File: src/rtl/alarm_clock_pkg.sv
// Shared encodings and BCD helper for the alarm clock core.
package alarm_clock_pkg;

    localparam logic [2:0] SF_RUN   = 3'd0;
    localparam logic [2:0] SF_T_HR  = 3'd1;
    localparam logic [2:0] SF_T_MIN = 3'd2;
    localparam logic [2:0] SF_A_HR  = 3'd3;
    localparam logic [2:0] SF_A_MIN = 3'd4;

    typedef enum logic [1:0] {
        ST_IDLE   = 2'd0,
        ST_RING   = 2'd1,
        ST_SNOOZE = 2'd2
    } ring_state_t;

    // Increment a two-digit BCD value, returning min_val after max_val.
    function automatic logic [7:0] bcd_inc_wrap(input logic [7:0] val,
                                                input logic [7:0] max_val,
                                                input logic [7:0] min_val);
        if (val == max_val)
            return min_val;
        if (val[3:0] == 4'd9)
            return {val[7:4] + 4'd1, 4'd0};
        return {val[7:4], val[3:0] + 4'd1};
    endfunction

endpackage

File: src/rtl/alarm_clock_core_bcd_mod_counter.sv
// Two-digit BCD counter with load, wrapping increment and carry out.
module bcd_mod_counter
    import alarm_clock_pkg::*;
#(
    parameter logic [3:0] MAX_TENS  = 4'd5,
    parameter logic [3:0] MAX_UNITS = 4'd9,
    parameter logic [7:0] MIN_VAL   = 8'h00,
    parameter logic [7:0] RST_VAL   = 8'h00
) (
    input  logic       clk,
    input  logic       rst_n,
    input  logic       load,
    input  logic [7:0] load_val,
    input  logic       inc,
    output logic [7:0] q,
    output logic [7:0] nxt,
    output logic       carry
);

    localparam logic [7:0] MAX_VAL = {MAX_TENS, MAX_UNITS};

    assign nxt   = bcd_inc_wrap(q, MAX_VAL, MIN_VAL);
    assign carry = inc && (q == MAX_VAL);

    always_ff @(posedge clk) begin
        if (!rst_n)
            q <= RST_VAL;
        else if (load)
            q <= load_val;
        else if (inc)
            q <= nxt;
    end

endmodule

File: src/rtl/alarm_clock_core.sv
// HH:MM:SS timekeeper with NUM_ALARMS alarm slots, set mode and ring/snooze FSM.
//
//  state     | meaning
//  ST_IDLE   | waiting for an enabled alarm to match
//  ST_RING   | beeper on, counting ring seconds toward auto-stop
//  ST_SNOOZE | beeper off, counting down snooze seconds before re-ringing
module alarm_clock_core
    import alarm_clock_pkg::*;
#(
    parameter int TICK_DIV   = 100_000_000,
    parameter int NUM_ALARMS = 2,
    parameter int HOUR_24    = 1,
    parameter int RING_SECS  = 60,
    parameter int SNOOZE_MIN = 5
) (
    input  logic                  clk,
    input  logic                  rst_n,
    input  logic                  run,
    input  logic [2:0]            set_field,
    input  logic                  inc,
    input  logic [2:0]            alarm_sel,
    input  logic [NUM_ALARMS-1:0] alarm_en,
    input  logic                  snooze,
    input  logic                  dismiss,
    output logic [3:0]            h1,
    output logic [3:0]            h0,
    output logic [3:0]            m1,
    output logic [3:0]            m0,
    output logic [3:0]            s1,
    output logic [3:0]            s0,
    output logic                  sec_tick,
    output logic                  ringing,
    output logic                  snoozing,
    output logic [2:0]            ring_idx
);

    localparam int PW = $clog2(TICK_DIV);
    localparam int CW = $clog2(SNOOZE_MIN * 60 + 1);
    localparam int RW = $clog2(RING_SECS + 1);

    localparam logic [7:0] HR_MAX = (HOUR_24 != 0) ? 8'h23 : 8'h12;
    localparam logic [7:0] HR_MIN = (HOUR_24 != 0) ? 8'h00 : 8'h01;
    localparam logic [7:0] HR_RST = (HOUR_24 != 0) ? 8'h00 : 8'h12;

    logic [PW-1:0] presc;
    logic          run_mode;
    logic          adv;

    always_ff @(posedge clk) begin
        if (!rst_n || presc == PW'(TICK_DIV - 1))
            presc <= '0;
        else
            presc <= presc + 1'b1;
    end

    assign sec_tick = (presc == PW'(TICK_DIV - 1));
    assign run_mode = (set_field == SF_RUN) || (set_field > SF_A_MIN);
    assign adv      = sec_tick && run && run_mode;

    logic [7:0] ss_q, mm_q, hh_q;
    logic [7:0] ss_nxt_unused, mm_nxt, hh_nxt;
    logic       ss_carry, mm_carry, hr_carry_unused;
    logic       ss_clr, mm_inc, hh_inc;

    assign ss_clr = inc && (set_field == SF_T_MIN);
    // Manual minute/hour edits never ripple; only the running chain carries.
    assign mm_inc = (adv && ss_carry) || (inc && set_field == SF_T_MIN);
    assign hh_inc = (adv && ss_carry && mm_carry) || (inc && set_field == SF_T_HR);

    bcd_mod_counter #(.MAX_TENS(4'd5), .MAX_UNITS(4'd9), .MIN_VAL(8'h00), .RST_VAL(8'h00)) u_ss (
        .clk(clk), .rst_n(rst_n), .load(ss_clr), .load_val(8'h00), .inc(adv),
        .q(ss_q), .nxt(ss_nxt_unused), .carry(ss_carry)
    );

    bcd_mod_counter #(.MAX_TENS(4'd5), .MAX_UNITS(4'd9), .MIN_VAL(8'h00), .RST_VAL(8'h00)) u_mm (
        .clk(clk), .rst_n(rst_n), .load(1'b0), .load_val(8'h00), .inc(mm_inc),
        .q(mm_q), .nxt(mm_nxt), .carry(mm_carry)
    );

    bcd_mod_counter #(.MAX_TENS(HR_MAX[7:4]), .MAX_UNITS(HR_MAX[3:0]),
                      .MIN_VAL(HR_MIN), .RST_VAL(HR_RST)) u_hh (
        .clk(clk), .rst_n(rst_n), .load(1'b0), .load_val(8'h00), .inc(hh_inc),
        .q(hh_q), .nxt(hh_nxt), .carry(hr_carry_unused)
    );

    assign {h1, h0} = hh_q;
    assign {m1, m0} = mm_q;
    assign {s1, s0} = ss_q;

    logic [15:0] alarm_q [NUM_ALARMS];

    always_ff @(posedge clk) begin
        for (int i = 0; i < NUM_ALARMS; i++) begin
            if (!rst_n) begin
                alarm_q[i] <= 16'h0000;
            end else if (inc && alarm_sel == 3'(i)) begin
                if (set_field == SF_A_HR)
                    alarm_q[i][15:8] <= bcd_inc_wrap(alarm_q[i][15:8], HR_MAX, HR_MIN);
                else if (set_field == SF_A_MIN)
                    alarm_q[i][7:0] <= bcd_inc_wrap(alarm_q[i][7:0], 8'h59, 8'h00);
            end
        end
    end

    // Compare against the time as it will read after this tick's carry chain.
    logic [7:0] new_mm, new_hh;
    logic       hit, match;
    logic [2:0] hit_idx;

    assign new_mm = mm_inc ? mm_nxt : mm_q;
    assign new_hh = hh_inc ? hh_nxt : hh_q;

    always_comb begin
        hit     = 1'b0;
        hit_idx = 3'd0;
        for (int i = NUM_ALARMS - 1; i >= 0; i--) begin
            if (alarm_en[i] && alarm_q[i] == {new_hh, new_mm}) begin
                hit     = 1'b1;
                hit_idx = 3'(i);
            end
        end
    end

    assign match = hit && adv && ss_carry;

    ring_state_t   state;
    logic [RW-1:0] ring_cnt;
    logic [CW-1:0] snz_cnt;
    logic          en_cur;

    assign en_cur = |(alarm_en & (NUM_ALARMS'(1) << ring_idx));

    always_ff @(posedge clk) begin
        if (!rst_n) begin
            state    <= ST_IDLE;
            ringing  <= 1'b0;
            snoozing <= 1'b0;
            ring_idx <= 3'd0;
            ring_cnt <= '0;
            snz_cnt  <= '0;
        end else begin
            case (state)
                ST_IDLE: begin
                    if (match) begin
                        state    <= ST_RING;
                        ringing  <= 1'b1;
                        ring_idx <= hit_idx;
                        ring_cnt <= '0;
                    end
                end
                ST_RING: begin
                    if (dismiss || !en_cur) begin
                        state   <= ST_IDLE;
                        ringing <= 1'b0;
                    end else if (snooze) begin
                        state    <= ST_SNOOZE;
                        ringing  <= 1'b0;
                        snoozing <= 1'b1;
                        snz_cnt  <= CW'(SNOOZE_MIN * 60);
                    end else if (sec_tick) begin
                        if (ring_cnt == RW'(RING_SECS - 1)) begin
                            state   <= ST_IDLE;
                            ringing <= 1'b0;
                        end else begin
                            ring_cnt <= ring_cnt + 1'b1;
                        end
                    end
                end
                ST_SNOOZE: begin
                    if (dismiss || !en_cur) begin
                        state    <= ST_IDLE;
                        snoozing <= 1'b0;
                    end else if (sec_tick) begin
                        if (snz_cnt <= CW'(1)) begin
                            state    <= ST_RING;
                            ringing  <= 1'b1;
                            snoozing <= 1'b0;
                            ring_cnt <= '0;
                        end else begin
                            snz_cnt <= snz_cnt - 1'b1;
                        end
                    end
                end
                default: begin
                    state    <= ST_IDLE;
                    ringing  <= 1'b0;
                    snoozing <= 1'b0;
                end
            endcase
        end
    end

endmodule

File: config.mk
export PLATFORM = sky130hd
export DESIGN_NAME = alarm_clock_core
export DESIGN_NICKNAME = d
export VERILOG_FILES = /design/src/rtl/alarm_clock_pkg.sv /design/src/rtl/alarm_clock_core_bcd_mod_counter.sv /design/src/rtl/alarm_clock_core.sv
export SDC_FILE = /design/constraint.sdc
export NUM_CORES = 1
export LEC_CHECK = 0
export ABC_CLOCK_PERIOD_IN_PS = 3700
export BUFFER_PORTS_ARGS = -buffer_cell sky130_fd_sc_hd__buf_2
export CORE_UTILIZATION = 56
export CTS_CLUSTER_DIAMETER = 100
export CTS_CLUSTER_SIZE = 40
export DETAILED_ROUTE_END_ITERATION = 8
export GPL_TIMING_DRIVEN = 1
export PLACE_DENSITY = 0.77
export SLEW_MARGIN = 20
export SYNTH_ARGS = -nofsm -noshare
export SYNTH_HDL_FRONTEND = slang
export SYNTH_SLANG_ARGS = --single-unit
File: constraint.sdc
create_clock -name clk -period 3.7 [get_ports clk]
set_input_delay 0.37 -clock clk [delete_from_list [all_inputs] [get_ports clk]]
set_output_delay 0.37 -clock clk [all_outputs]
set_load 0.1 [all_outputs]
Word-level counts from Yosys, hierarchy flattened

Memory sizes are Yosys's and may differ from the RTL's.
Cells that the tools add are included.

Register bits after elaboration: 73
Latch bits: 0
RAM bits: 32
Bits in read-only memories: 0
Bits of input ports: 14
Output and inout port bits: 30
Word-level logic and storage cells: 270
Memories kept: 1

Memory list:

| name    | depth | width | rd ports | clocked after memory_dff | write ports | RTL line               | source |
|---|---|---|---|---|---|---|---|
| alarm_q | 2     | 16    | 2        | 0                        | 2           | alarm_clock_core.sv:90 | `logic [15:0] alarm_q [NUM_ALARMS];` |

Add/sub/neg operators: 17
$mul: 0
Divide/modulo/power cells: 0
Order comparisons: 2
Eq/ne operators: 39
Shift-type cells: 1
Muxes and demuxes: 156
Bitwise gates (word level): 7
Reductions and logical operators: 36

Operator list:

| operator                                                              | number |
|---|---|
| 8-bit 2-to-1 mux                                                      | 48 |
| 1-bit 2-to-1 mux                                                      | 81 |
| 4-bit by 1-bit adder with 4-bit output, second input constant         | 14 |
| 6-bit 2-to-1 mux                                                      | 8 |
| 9-bit 2-to-1 mux                                                      | 5 |
| 16-bit == test                                                        | 2 |
| 8-bit by 7-bit == test with 1-bit output, second input constant       | 4 |
| 4-bit == test, second input constant                                  | 7 |
| 27-bit by 1-bit adder with 27-bit output, second input constant       | 1 |
| 27-bit == test, second input constant                                 | 1 |
| 8-bit by 6-bit == test with 1-bit output, second input constant       | 3 |
| 2-bit != test, second input constant                                  | 10 |
| 6-bit one-hot mux with 3 select lines                                 | 1 |
| 9-bit one-hot mux with 2 select lines                                 | 1 |
| 2-bit 2-to-1 mux                                                      | 8 |
| 1-bit logical AND                                                     | 14 |
| 6-bit AND reduction                                                   | 2 |
| 5-bit AND reduction                                                   | 2 |
| 9-bit by 1-bit <= comparator with 1-bit output, second input constant | 1 |
| 9-bit AND reduction                                                   | 1 |
| 9-bit by 1-bit subtractor with 9-bit output, second input constant    | 1 |
| 4-bit != test, second input constant                                  | 2 |
| 6-bit by 1-bit adder with 6-bit output, second input constant         | 1 |
| 3-bit by 1-bit == test with 1-bit output, second input constant       | 2 |
| other kinds (22)                                                      | 38 |

Logic depth before layout (Yosys ltp)

An unclocked memory read counts as a cell.

Depth in word-level cells: 19
Mapped depth: 15
Gate-level depth less buffers: 13

Hierarchy

Synthesis repeated with hierarchy kept, for this count alone.

Cell total of the unflattened synthesis: 790
Area total of the unflattened synthesis: 6,703.9 um^2

Modules (own cells, without submodules):

| module                     | times used | cells an instance | area an instance (um^2) | seq. area each (um^2) |
|---|---|---|---|---|
| alarm_clock_core           | 1          | 555               | 4,863.4                 | 1,901.8 |
| bcd_mod_counter (u_mm ...) | 2          | 79                | 620.6                   | 160.2 |
| bcd_mod_counter (u_hh)     | 1          | 77                | 599.3                   | 160.2 |

Least setup slack after synthesis

OpenSTA, ideal clock, no wires.

Path type: register to register
Start point: reg u_hh.q[1]
End point: reg ring_cnt[4]
Library setup time: 0.132 ns
Data arrival time: 4.172 ns
Data required time: 3.568 ns
Setup slack: -0.604 ns
Cell stages (with the launch flop): 15
Buffers on the path: 1
Clock period less this slack: 4.304 ns
Cell sequence: dfxtp_1 > clkbuf_1 > inv_1 > ha_1 > and3b_1 > a211oi_1 > mux2i_1 > o2111a_1 > a2111o_1 > nand3b_1 > or4_1 > nor4_1 > o21ai_1 > o2111ai_1 > a21oi_1

Longest elaborated chain between the ends: 14
Elaborated cells between the ends (all ways): 20
Those cells by class: add/sub: 1; eq/ne: 5; mux: 9; reduce/logical: 5

Ends and longest elaborated chain:

| item                                     | RTL line                               | source |
|---|---|---|
| start: declaration                       | alarm_clock_core_bcd_mod_counter.sv:15 | `output logic [7:0] q,` |
| start signal: assignment                 | alarm_clock_core_bcd_mod_counter.sv:29 | `q <= load_val;` |
| start signal: assignment                 | alarm_clock_core_bcd_mod_counter.sv:31 | `q <= nxt;` |
| 4-bit == test                            | alarm_clock_pkg.sv:22                  | `if (val[3:0] == 4'd9)` |
| 1-bit 2-to-1 mux (2 in series)           | alarm_clock_pkg.sv:22                  |  |
| 8-bit 2-to-1 mux                         | alarm_clock_pkg.sv:24                  | `return {val[7:4], val[3:0] + 4'd1};` |
| 8-bit 2-to-1 mux                         | alarm_clock_pkg.sv:22                  |  |
| 8-bit 2-to-1 mux (*)                     | --                                     |  |
| 16-bit == test                           | alarm_clock_core.sv:117                | `if (alarm_en[i] && alarm_q[i] == {new_hh, new_mm}) begin` |
| 1-bit logical AND                        | alarm_clock_core.sv:117                |  |
| 1-bit 2-to-1 mux                         | alarm_clock_core.sv:117                |  |
| 1-bit 2-to-1 mux (*)                     | alarm_clock_core.sv:117                |  |
| 1-bit logical AND (*) (2 in series)      | alarm_clock_core.sv:124                | `assign match = hit && adv && ss_carry;` |
| 2-bit != test (no source line) (*)       | --                                     |  |
| 9-bit AND reduction (no source line) (*) | --                                     |  |
| end signal: assignment                   | alarm_clock_core.sv:165                | `ring_cnt <= ring_cnt + 1'b1;` |
| end: declaration                         | alarm_clock_core.sv:127                | `logic [RW-1:0] ring_cnt;` |

Mark *: on every way between the ends. The rest lies on a longest branch, timed or not. The select of a mux whose other input is x is not followed.
A chain may end at the register's enable or synchronous reset.

Worst setup path in the final report

Start point: reg u_mm.q[0]
End point: reg ring_cnt[5]

Longest elaborated chain between the ends: 14
Elaborated cells between the ends (all ways): 24
Those cells by class: add/sub: 1; eq/ne: 5; mux: 10; reduce/logical: 8

Ends and longest elaborated chain:

| item                                     | RTL line |
|---|---|
| start: declaration                       | alarm_clock_core_bcd_mod_counter.sv:15 |
| start signal: assignment                 | alarm_clock_core_bcd_mod_counter.sv:29 |
| start signal: assignment                 | alarm_clock_core_bcd_mod_counter.sv:31 |
| 4-bit == test                            | alarm_clock_pkg.sv:22 |
| 1-bit 2-to-1 mux (2 in series)           | alarm_clock_pkg.sv:22 |
| 8-bit 2-to-1 mux                         | alarm_clock_pkg.sv:24 |
| 8-bit 2-to-1 mux                         | alarm_clock_pkg.sv:22 |
| 8-bit 2-to-1 mux                         | -- |
| 16-bit == test                           | alarm_clock_core.sv:117 |
| 1-bit logical AND                        | alarm_clock_core.sv:117 |
| 1-bit 2-to-1 mux                         | alarm_clock_core.sv:117 |
| 1-bit 2-to-1 mux (*)                     | alarm_clock_core.sv:117 |
| 1-bit logical AND (*) (2 in series)      | alarm_clock_core.sv:124 |
| 2-bit != test (no source line) (*)       | -- |
| 9-bit AND reduction (no source line) (*) | -- |

Marked as above.

==> flow_summary.toml <==
[run_status]
outcome = "complete, but fails checks"
violations = "DRC"

[power_and_ir_drop]
internal_power_mw = 1.75
p_per_area_nw_per_um2 = 305
peakVddDrop_uv = 440
switchingPower_uw = 601
p_leak_nw = 3.07
power.total_mw = 2.35
combPwrFrac_pct = 8.7
power_frac_seq_pct = 51.4
p_sw_share_pct = 25.6
pwr-share-clk_pct = 39.9

[cells_and_area]
register_area_sq_um = 2430
diodes = 0
multi_input_area_sq_um = 4200
area_growth_pct = 14.2
stdcell_area_sq_um = 7710
nNetsFinal = 904
layout-drive-gt1-share_pct = 18.3
n_fill_cell = 972

[yosys]
seq_area_frac_synth_pct = 35.3
syn_area_sq_um = 6750
synth.most_common_cell = "nor2_1"
ys_warn_count = 0
postSynthCellCount = 796
ys_ff_latch = 103
synth_ff_type = "dfxtp_1"
synth_top_area_cell = "dfxtp_1"
synth_area_leaders = "dfxtp_1 21%, edfxtp_1 14%, nor2_1 6.7%"
synth_edf_count = 32
yosys-top-cells-count = "121 x nor2_1, 71 x dfxtp_1, 59 x nand2_1, 43 x nand3_1, 40 x xnor2_1"
yosys.cell_types.count = 81
synthArstFlopShare_pct = 0
synth.avg_cell_area_sq_um = 8.48
netlist.area_leader.share_pct = 21.1

[clock_tree]
clk_latency_ns = 0.36
htreeDepth = 3
clk_pin_slew_worst_paths_ns = 0.07
cts_hold_buf = 0
cts_tree = "yes"
numClockSinks = 103
clockRootBuffer = "clkbuf_16"
cts.path.max_buffers = 2
numCtsBuffers = 9

[die]
rows = 39
dieArea_sq_um = 12500
start_util_pct = 58.4
die_w_um = 112
core_sq_um = 11600
ioPinCount = 44
die_h_um = 112

[min_path]
whs_path_depth = 3
min_path_type = "in -> reg"
holdCritStartpoint = "rst_n"

[critical_path]
r2r-start = "u_mm.q[0]"
arrival_ns = 3.83
r2r_cells = 14
cp.required_ns = 3.95
crit_path_cell_trace = "ha_1, and3b_2, and4_1, and3_4, buf_4, o211ai_1, buf_4, xor2_1, xor2_1, nand3_2, nor4_2, o211ai_1, and3_1, o21a_1"
path_buf_inv = 2
cp_top_family = "simple AND/OR/NAND/NOR gates"
cp_slowest_stage_delay_ns = 0.38
endpoint_kind = "register"
critPathKind = "reg -> reg"
cp-start-kind = "register"
critPathSlowestCell = "dfxtp_4"
crit_fanout = 9
setup.worst_path.start = "u_mm.q[0]"
cp.depth = 14

[global_route]
grt_pass1_vias = 5894
use_met3_pct = 5.39
use_met2_pct = 46.8
grt_util_all_layers_pct = 28.5
antenna_found_initial = 0
overflow = 0
top_usage_layer = "met2"
grt_pass1_wl_um = 28500
use_met1_pct = 37.4
grt_max_degree = 29

[timing]
clock_skew_ns = 0.0164
timing.final.crit_share_pct = 96.7
maxSlewHeadroom_pct = 48.1
tightest_slew_ns = 0.776
setup_viol = 0
fmax_mhz = 279
worst_slack_ns = 0.121
drv_slew = 0
hold_viol = 0
fin_crit_ns = 3.58
whs_ns = 0.409

[placed_design]
io_buffers = 41
place_area_sq_um = 7320
place_ws_ns = -0.122
dp_hpwl_um = 13100
place_congestion = 0.960

[routing]
viasPerCell = 6.22
detail-route-antenna-nets = 0
vias = 6250
first_iter_violations = 471
wl_um = 17500
drc = 2
drt_pass1_iterations = 7
routedWlPerCell_um = 17.4

[flow_run]
max_cap_violations = 0
[final cells by class]
type | count | share of cell area, %
multi-input combinational | 631 | 54.4
sequential | 103 | 31.5
clock inverter | 5 | 0.487
clock buffer | 11 | 3.28
timing repair buffer | 80 | 6.46
inverter | 32 | 1.56
tap | 143 | 2.32
[power groups by stage]
stage / registers, mW / clock network, mW / logic [mW]
floorplan: 1.23 / 0 / 0.130
global placement: 1.23 / 0 / 0.190
detailed placement: 1.23 / 0 / 0.194
CTS: 1.21 / 0.954 / 0.196
global route: 1.21 / 0.994 / 0.219
finish: 1.21 / 0.937 / 0.203
[registers in the layout (all words and copies together) (netlist names)]
register  count
presc        27
state         2
ring_cnt      6
ring_idx      1
alarm_q      32
ringing       1
u_mm.q        8
snz_cnt       9
u_hh.q        8
u_ss.q        8
snoozing      1
[path summary, 6_finish.rpt]
check / to / slack, ns
setup / recovery: ring_cnt[5] / 0.12
hold / removal: state[1] / 0.41
setup reg to reg: ring_cnt[5] / 0.12
hold reg to reg: snz_cnt[1] / 0.49
[placed cells by master, fill, tap and decap left out, drive strengths merged, types with 4 or more instances in the layout]
master	netlist	layout
o2111ai	6	6
nand3	43	43
a31oi	4	4
edfxtp	32	32
nand2b	14	14
nand2	59	59
nor2b	4	4
nor3	19	19
and3b	5	5
a21oi	35	35
clkbuf	22	11
o211ai	4	4
inv	31	34
o21ai	31	31
dfxtp	71	71
and2	9	9
nor4	16	16
and3	13	13
nor4b	7	7
nand3b	11	11
or4	6	6
or2	6	6
a211oi	8	8
xor2	39	39
mux2i	9	9
buf	9	80
nand4	15	15
or4b	5	5
ha	33	33
o21a	5	5
xnor2	40	40
nor2	122	122
or3	6	6
[per-layer routing]
metal	vias to the layer above	share of wire (%)
li1	2970	-
met1	2986	44
met2	259	47
met3	35	7.3
met4	0	1.9
met5	-	0
[tightest hold or removal path, cell delays in order]
cell and delay (ns):
buf_2 0.11, clkinv_1 0.17, a21oi_1 0.06
[logic make-up after synthesis]
family / after synthesis / share of synthesized area (%)
fa+ha+maj: 33 / 6.12
xor+xnor: 81 / 10.9
other cells: 1 / 0.0555
buf+inv: 63 / 3.82
flops: 103 / 35.3
compound gates: 124 / 11.9
mux: 12 / 2.02
simple gates: 379 / 29.9
[stage by stage]
stage                     TNS [ns]  std cells  util, %
final                            0       1005     66.7
after global routing       -0.0559       1005     66.7
after CTS                        0       1002     65.8
after detailed placement    -0.316        986     63.3
after global placement           0        986     63.3
after floorplan                  0        797        -
[timing repair]
item,4_1_cts,5_1_grt
setup endpoints to repair,0,5
resized for setup,0,16
buffers inserted,0,3
(Power assumes the default switching activity.)
